$ cat src/rtl/aurora_reset_sequencer.sv
// Purpose: sequences GT_RESET / AURORA_RESET for a 1-lane Aurora 8b10b link and re-runs on link loss.
// Latency: all outputs registered; they change on the same USER_CLK edge as STATE. PLL lock sees 2 sync cycles.
// Backpressure: none; it observes PLL_NOT_LOCKED / CHANNEL_UP / HARD_ERR every cycle and never stalls.
//
// Ports:
//   USER_CLK        sole clock
//   RESET           synchronous active-high reset
//   PLL_NOT_LOCKED  asynchronous, high = GT PLL unlocked (synchronized internally)
//   CHANNEL_UP      Aurora channel up
//   HARD_ERR        Aurora hard error
//   GT_RESET        to core GT_RESET
//   AURORA_RESET    to core RESET
//   LINK_READY      high only while the link is up
//   STATE           current state encoding
//   RETRY_COUNT     saturating count of link re-sequences
module aurora_reset_sequencer #(
    parameter int LOCK_STABLE_CYCLES = 256,
    parameter int GT_RESET_CYCLES    = 128,
    parameter int SYS_RESET_CYCLES   = 64,
    parameter int UP_TIMEOUT_CYCLES  = 1048576,
    parameter int CNT_WIDTH          = 24,
    parameter int RETRY_WIDTH        = 8
) (
    input  logic                   USER_CLK,
    input  logic                   RESET,
    input  logic                   PLL_NOT_LOCKED,
    input  logic                   CHANNEL_UP,
    input  logic                   HARD_ERR,
    output logic                   GT_RESET,
    output logic                   AURORA_RESET,
    output logic                   LINK_READY,
    output logic [2:0]             STATE,
    output logic [RETRY_WIDTH-1:0] RETRY_COUNT
);

    typedef enum logic [2:0] {
        S_LOCKWAIT = 3'd0,
        S_GTRST    = 3'd1,
        S_SYSRST   = 3'd2,
        S_WAITUP   = 3'd3,
        S_UP       = 3'd4
    } state_t;

    // A dwell of N cycles ends when the counter reaches N-1.
    localparam logic [CNT_WIDTH-1:0] LOCK_LAST = CNT_WIDTH'(LOCK_STABLE_CYCLES - 1);
    localparam logic [CNT_WIDTH-1:0] GT_LAST   = CNT_WIDTH'(GT_RESET_CYCLES - 1);
    localparam logic [CNT_WIDTH-1:0] SYS_LAST  = CNT_WIDTH'(SYS_RESET_CYCLES - 1);
    localparam logic [CNT_WIDTH-1:0] UP_LAST   = CNT_WIDTH'(UP_TIMEOUT_CYCLES - 1);

    logic                   nl_meta_q, nl_meta_d;
    logic                   nl_s_q, nl_s_d;
    state_t                 state_q, state_d;
    logic [CNT_WIDTH-1:0]   cnt_q, cnt_d;
    logic [RETRY_WIDTH-1:0] retry_q, retry_d;
    logic                   gt_reset_q, gt_reset_d;
    logic                   aurora_reset_q, aurora_reset_d;
    logic                   link_ready_q, link_ready_d;
    logic                   retry_inc;

    always_comb begin
        nl_meta_d = PLL_NOT_LOCKED;
        nl_s_d    = nl_meta_q;
        state_d   = state_q;
        retry_inc = 1'b0;

        case (state_q)
            S_LOCKWAIT: if (!nl_s_q && cnt_q == LOCK_LAST) state_d = S_GTRST;
            S_GTRST:    if (cnt_q == GT_LAST)  state_d = S_SYSRST;
            S_SYSRST:   if (cnt_q == SYS_LAST) state_d = S_WAITUP;
            S_WAITUP: begin
                // Channel coming up in the timeout cycle still counts as success.
                if (CHANNEL_UP) begin
                    state_d = S_UP;
                end else if (cnt_q == UP_LAST) begin
                    state_d   = S_GTRST;
                    retry_inc = 1'b1;
                end
            end
            S_UP: begin
                if (!CHANNEL_UP || HARD_ERR) begin
                    state_d   = S_SYSRST;
                    retry_inc = 1'b1;
                end
            end
            default: state_d = S_LOCKWAIT;
        endcase

        // Losing PLL lock trumps everything and is not a link retry.
        if (nl_s_q && state_q != S_LOCKWAIT) begin
            state_d   = S_LOCKWAIT;
            retry_inc = 1'b0;
        end

        // Counter restarts on every state change; in LOCKWAIT any unlocked
        // cycle also restarts the stability count.
        if (state_d != state_q || (state_q == S_LOCKWAIT && nl_s_q)) begin
            cnt_d = '0;
        end else begin
            cnt_d = cnt_q + CNT_WIDTH'(1);
        end

        retry_d = (retry_inc && retry_q != '1) ? retry_q + RETRY_WIDTH'(1) : retry_q;

        // Outputs decoded from the next state so they register alongside it.
        gt_reset_d     = 1'b1;
        aurora_reset_d = 1'b1;
        link_ready_d   = 1'b0;
        case (state_d)
            S_SYSRST: gt_reset_d = 1'b0;
            S_WAITUP: begin
                gt_reset_d     = 1'b0;
                aurora_reset_d = 1'b0;
            end
            S_UP: begin
                gt_reset_d     = 1'b0;
                aurora_reset_d = 1'b0;
                link_ready_d   = 1'b1;
            end
            default: ;
        endcase
    end

    always_ff @(posedge USER_CLK) begin
        if (RESET) begin
            nl_meta_q      <= 1'b1;
            nl_s_q         <= 1'b1;
            state_q        <= S_LOCKWAIT;
            cnt_q          <= '0;
            retry_q        <= '0;
            gt_reset_q     <= 1'b1;
            aurora_reset_q <= 1'b1;
            link_ready_q   <= 1'b0;
        end else begin
            nl_meta_q      <= nl_meta_d;
            nl_s_q         <= nl_s_d;
            state_q        <= state_d;
            cnt_q          <= cnt_d;
            retry_q        <= retry_d;
            gt_reset_q     <= gt_reset_d;
            aurora_reset_q <= aurora_reset_d;
            link_ready_q   <= link_ready_d;
        end
    end

    assign GT_RESET     = gt_reset_q;
    assign AURORA_RESET = aurora_reset_q;
    assign LINK_READY   = link_ready_q;
    assign STATE        = state_q;
    assign RETRY_COUNT  = retry_q;

endmodule

$ cat config.mk
export PLATFORM = sky130hd
export DESIGN_NAME = aurora_reset_sequencer
export DESIGN_NICKNAME = d
export VERILOG_FILES = /design/src/rtl/aurora_reset_sequencer.sv
export SDC_FILE = /design/constraint.sdc
export NUM_CORES = 1
export LEC_CHECK = 0
export BUFFER_PORTS_ARGS = -buffer_cell sky130_fd_sc_hd__buf_4
export CAP_MARGIN = 40
export CORE_MARGIN = 3
export CORE_UTILIZATION = 25
export DETAILED_ROUTE_END_ITERATION = 12
export PLACE_DENSITY = 0.51
export SLEW_MARGIN = 15
export SYNTH_ARGS = -nofsm -noshare
export SYNTH_HDL_FRONTEND = slang
export SYNTH_SLANG_ARGS = --single-unit
$ cat constraint.sdc
create_clock -name USER_CLK -period 2.62 [get_ports USER_CLK]
set_input_delay 0 -clock USER_CLK [delete_from_list [all_inputs] [get_ports USER_CLK]]
set_output_delay 0 -clock USER_CLK [all_outputs]
set_load 0.03 [all_outputs]
# Word level (Yosys, flattened, before mapping)
# Index checks and enable logic that the tools add are counted.
totals:
  reg_bits: 40
  input_bits: 5
  out_inout_bits: 14
  word_cells: 52
classes:
  add_sub_neg: 2
  n_eq_ne: 13
  n_mux: 16
  reduce_logical: 13
ops:
  columns: ["cell", "count"]
  rows:
  - ["24-bit by 1-bit adder with 24-bit output, second input constant", 1]
  - ["24-bit by 20-bit equality test with 1-bit output, second input constant", 1]
  - ["24-bit by 6-bit equality test with 1-bit output, second input constant", 1]
  - ["24-bit by 7-bit equality test with 1-bit output, second input constant", 1]
  - ["24-bit by 8-bit equality test with 1-bit output, second input constant", 1]
  - ["3-bit two-way mux", 7]
  - ["3-bit one-hot mux with 5 select lines", 1]
  - ["3-bit by 2-bit equality test with 1-bit output, second input constant", 4]
  - ["8-bit by 1-bit adder with 8-bit output, second input constant", 1]
  - ["8-bit != test, second input constant", 1]
  - ["1-bit two-way mux", 7]
  - ["3-bit equality test, second input constant", 2]
  - ["1-bit logical AND", 4]
  - ["2-bit OR reduction", 2]
  - ["3-bit by 1-bit equality test with 1-bit output, second input constant", 1]
  - ["3-bit logical NOT", 1]
  - ["3-bit != test", 1]
  - ["3-bit nonzero test", 1]
  - ["3-bit OR reduction", 1]
  - ["1-bit logical NOT", 2]
  - ["1-bit logical OR", 2]
  - ["1-bit one-hot mux with 2 select lines", 1]

# Longest topological paths before layout
logic_depth:
  word_depth: 8
  depth_mapped: 8
  ltp_nobuf: 6

# Least setup slack after synthesis
# No wires, ideal clock.
synth_path:
  kind: "flip-flop to flip-flop"
  from: "register state_q[0] (netlist: STATE[0])"
  to: "register cnt_q[16]"
  setup_ns: 0.117
  t_arrival_ns: 1.989
  t_required_ns: 2.503
  slack_ns: 0.514
  stages_incl_launch_ff: 7
  path_buffers: 1
  period_less_slack_ns: 2.106
  path_cell_list: "dfxtp_1 inv_1 or2_2 o311a_1 a211oi_4 buf_6 nor3_2"
synth_between:
  elab_chain_cells: 7
  elab_cells_between_ends: 19
  classes_between: "eq/ne (5); mux (8); reduce/logical (6)"
synth_lines:
  columns: ["item", "line_no", "text"]
  rows:
  - ["start, declared", "52", "state_t state_q, state_d;"]
  - ["start signal, assigned", "136", "state_q <= state_d;"]
  - ["3-bit two-way mux", "74", "end else if (cnt_q == UP_LAST) begin"]
  - ["3-bit two-way mux", "72", "if (CHANNEL_UP) begin"]
  - ["3-bit one-hot mux with 5 select lines", "66", "case (state_q)"]
  - ["3-bit two-way mux", "89", "if (nl_s_q && state_q != S_LOCKWAIT) begin"]
  - ["3-bit != test", "96", "if (state_d != state_q || (state_q == S_LOCKWAIT && nl_s_q)) begin"]
  - ["1-bit logical OR (*)", "96", null]
  - ["2-bit OR reduction (no line) (*)", null, null]
  - ["end signal, assigned", "137", "cnt_q <= cnt_d;"]
  - ["end, declared", "53", "logic [CNT_WIDTH-1:0] cnt_q, cnt_d;"]
# Every way passes the cells marked *; elsewhere a longest branch is shown, timed or not.
# A chain may end at the register's enable or synchronous reset.

# Final worst setup path
layout_path:
  from: "register cnt_q[20]"
  to: "register cnt_q[4]"
layout_between:
  elab_chain_cells: 8
  elab_cells_between_ends: 15
  classes_between: "eq/ne (5); mux (7); reduce/logical (3)"
layout_lines:
  columns: ["item", "line_no"]
  rows:
  - ["24-bit by 20-bit equality test with 1-bit output / 24-bit by 8-bit equality test with 1-bit output (equally long branches)", "74, 67"]
  - ["3-bit two-way mux / 1-bit logical AND (equally long branches)", "74, 67"]
  - ["3-bit two-way mux, on equally long branches", "72, 67"]
  - ["3-bit one-hot mux with 5 select lines (*)", "66"]
  - ["3-bit two-way mux (*)", "89"]
  - ["3-bit != test (*)", "96"]
  - ["1-bit logical OR (*)", "96"]
  - ["2-bit OR reduction (no line) (*)", null]
# Marks and branches as above.

==> summary.txt <==
Route
  • Vias per inst: roughly 4.8
  • Detailed-route via count: about 1.8k
  • Final WL: between 4000 and 5000 um
  • Drt first pass iters: 4
  • Final ANT Viol Nets: 0
  • Routed len/inst: ~13 um
  • Initial drt markers: 67
  • DRC Markers: 0

Synth
  • Post-synth top flop: dfxtp_1
  • Syn_area_per_cell: around 9 um2
  • Synth async-reset ratio: 0%
  • Share of the synthesized area in the top cell type: between 30 and 40%
  • YS warnings: 0
  • FF+latch count, synth: 40
  • Top area cells in the synthesized netlist: dfxtp_1 37%, nor3_2 9.7%, xor2_1 4.8%, xnor2_1 4.0%, nand2_1 3.3%
  • Synth Cell Area: approximately 0.0022 mm2
  • Post-synth EDFFs: 0
  • Post-synthesis sequential area ratio: a little under two fifths
  • Post-synth top area cell: dfxtp_1
  • Cells after synthesis: between 200 and 250
  • Syn_nets: 247
  • Count of different cell masters after synthesis: 48

Clocking
  • CTS Buffer Depth: 2
  • CTS clk-pin slew, worst paths: 90 ps
  • Clk root buf: clkbuf_8
  • Clk sink count: 40
  • Inserted Clock Buffers: 5
  • Max H-tree Level: 2
  • CTS tree: built
  • Worst skew pair latency: around 300 ps
  • Setup bufs post-CTS: 0

Worst setup path
  • Critical path type: reg2reg
  • Critical Path Fanout Max: 24
  • Critical Path Sink Type: register
  • Worst setup SP type: register
  • Worst EP arrival: between 2000 and 3000 ps
  • Reg2Reg Setup Slack: 300 ps
  • CP required: 2800 ps

Timing
  • TNS Setup: 0 ps
  • Max Freq: between 0.4 and 0.5 GHz
  • RSZ-0062 raised after global routing: false
  • Final Critical Period: approximately 2300 ps
  • Fin. Hold Viols: 0
  • Period utilization: approximately nine tenths
  • Endpoints failing setup: 0
  • Slew Limit Fails: 0
  • Slew margin rel.: 44.4%
  • Worst Skew: between 10 and 15 ps
  • Slew @ Worst Pin: 829 ps
  • Hold_ws: approximately 26 ps

Final layout
  • Final instance area: between 0.002 and 0.003 mm2
  • P&R area growth vs syn: 18.3%
  • Nets@finish: approximately 270
  • N_diodes: 0
  • Commonest non-fill, non-tap cell in the layout: dfxtp_1
  • Layout cell share with drive strength beyond 1: between 20% and 30%
  • Most frequent cells in the layout: 40 x dfxtp_1, 22 x buf_4, 21 x nor3_2

Power
  • PD cells: between 400 and 500 mW/mm2
  • VDD IR max: 0.177 mV
  • Leakage Power: between 0.8 and 0.9 nW

Placement
  • Buffers on Ports: 18
  • Gpl congestion: slightly below 0.8
  • Final HPWL DP: 3240 um
  • Dpl cell area: between 0.002 and 0.0025 mm2

Hold path
  • Worst hold path class: in2reg

Global route
  • First-pass GRT wire length: just over 8000 um
  • Vias in the first global route: around 1.7k
  • Largest net degree at the start of global routing: 25
  • Initial antenna violation count: 0
  • GRT overflow: 0
  • Tot GR Track Use: 10.0%

Floorplan
  • Initial Util: between 20% and 30%
  • FP Rows: 33
  • I/O Pins: 19
  • Core Region: about 0.0083 mm2
  • Die outline height: a little under 100 um
  • Die ar.: approximately 0.0098 mm2
  • Chip Width: around 99 um

Job
  • Max-Cap Viols: 0

Run status
  • Status: completed
## kinds of logic after synthesis
kind of cell               share of synthesized area, %
muxes                                              2.54
DFF                                                36.9
xor gates and xnor gates                           8.89
adders and majority gates                          1.15
and+or+nand+nor                                    36.3
AOI/OAI and AO/OA                                  9.87
buffers and inverters                              4.33
## cells in the mapped netlist (3+ instances only)
cell	number
o21ai_0	9
a21oi_1	6
nand4_1	10
nor3_2	21
xor2_1	12
nand2_1	19
nand3_1	9
or2_2	3
nor2_1	14
mux2_2	3
nor3_1	6
nor4_1	8
nand2b_1	6
dfxtp_1	40
nor2b_1	7
or3_1	3
inv_1	9
and3_1	3
xnor2_1	10
clkbuf_1	6
## worst paths after layout
kind / depth (start not counted) / endpoint / start
setup / recovery: 6 / cnt_q[4] / cnt_q[20]
hold / removal: 2 / STATE[0] / RESET
setup reg to reg: 6 / cnt_q[4] / cnt_q[20]
hold reg to reg: 1 / nl_s_q / nl_meta_q
## flip-flops by register name, summed over array words and instances, names as in the netlist
register,flops
nl_s_q,1
cnt_q,24
STATE,3
GT_RESET,1
nl_meta_q,1
RETRY_COUNT,8
LINK_READY,1
AURORA_RESET,1
## per-layer routing
metal | part of all wire [%] | track usage, % | vias up | wire length, um
met5 | 0 | 0 | - | 0
met4 | 1.4 | 3.05 | 0 | 65
li1 | - | - | 905 | -
met2 | 48 | 15.5 | 17 | 2210
met1 | 49 | 13.8 | 835 | 2250
met3 | 1.9 | 2.38 | 5 | 88
## power by group
group / leakage (nW) / internal (W) / total [W] / switching, W
clock: 0.0541 / 0.000282 / 0.000520 / 0.000237
sequential: 0.323 / 0.000609 / 0.000611 / 0.00000161
combinational: 0.446 / 0.0000112 / 0.0000263 / 0.0000151
total: 0.823 / 0.000903 / 0.00116 / 0.000254
## critical path, stage by stage, from the launching register on
cell	delay (ps)
dfxtp_1	360
nor4_1	510
nand4_1	280
nor4b_1	470
o32a_1	290
buf_12	210
nor3_1	70
## metrics by stage
stage	util, %	power, W	cells	setup WS [ps]
3_5_place_dp	29.5	0.000651	359	337
5_1_grt	30.9	0.00120	368	55.5
3_3_place_gp	29.5	0.000650	359	286
6_report	30.9	0.00116	368	300
2_1_floorplan	-	0.000640	240	514
4_1_cts	30.9	0.00118	368	301
## timing repair
item / in CTS / in global routing
hold buffers: 1 / 0
gates resized for setup: 0 / 0
hold endpoints to repair: 1 / 0
## cell type report
type                            count  area (um2)
Fill cell                         862        5730
Timing Repair Buffer               25         215
Multi-Input combinational cell    181        1270
Clock buffer                        5        68.8
Inverter                            9        33.8
Tap cell                          105         131
Sequential cell                    40         801
Clock inverter                      3        42.5
Note: power is estimated with default switching activity, not from simulation.
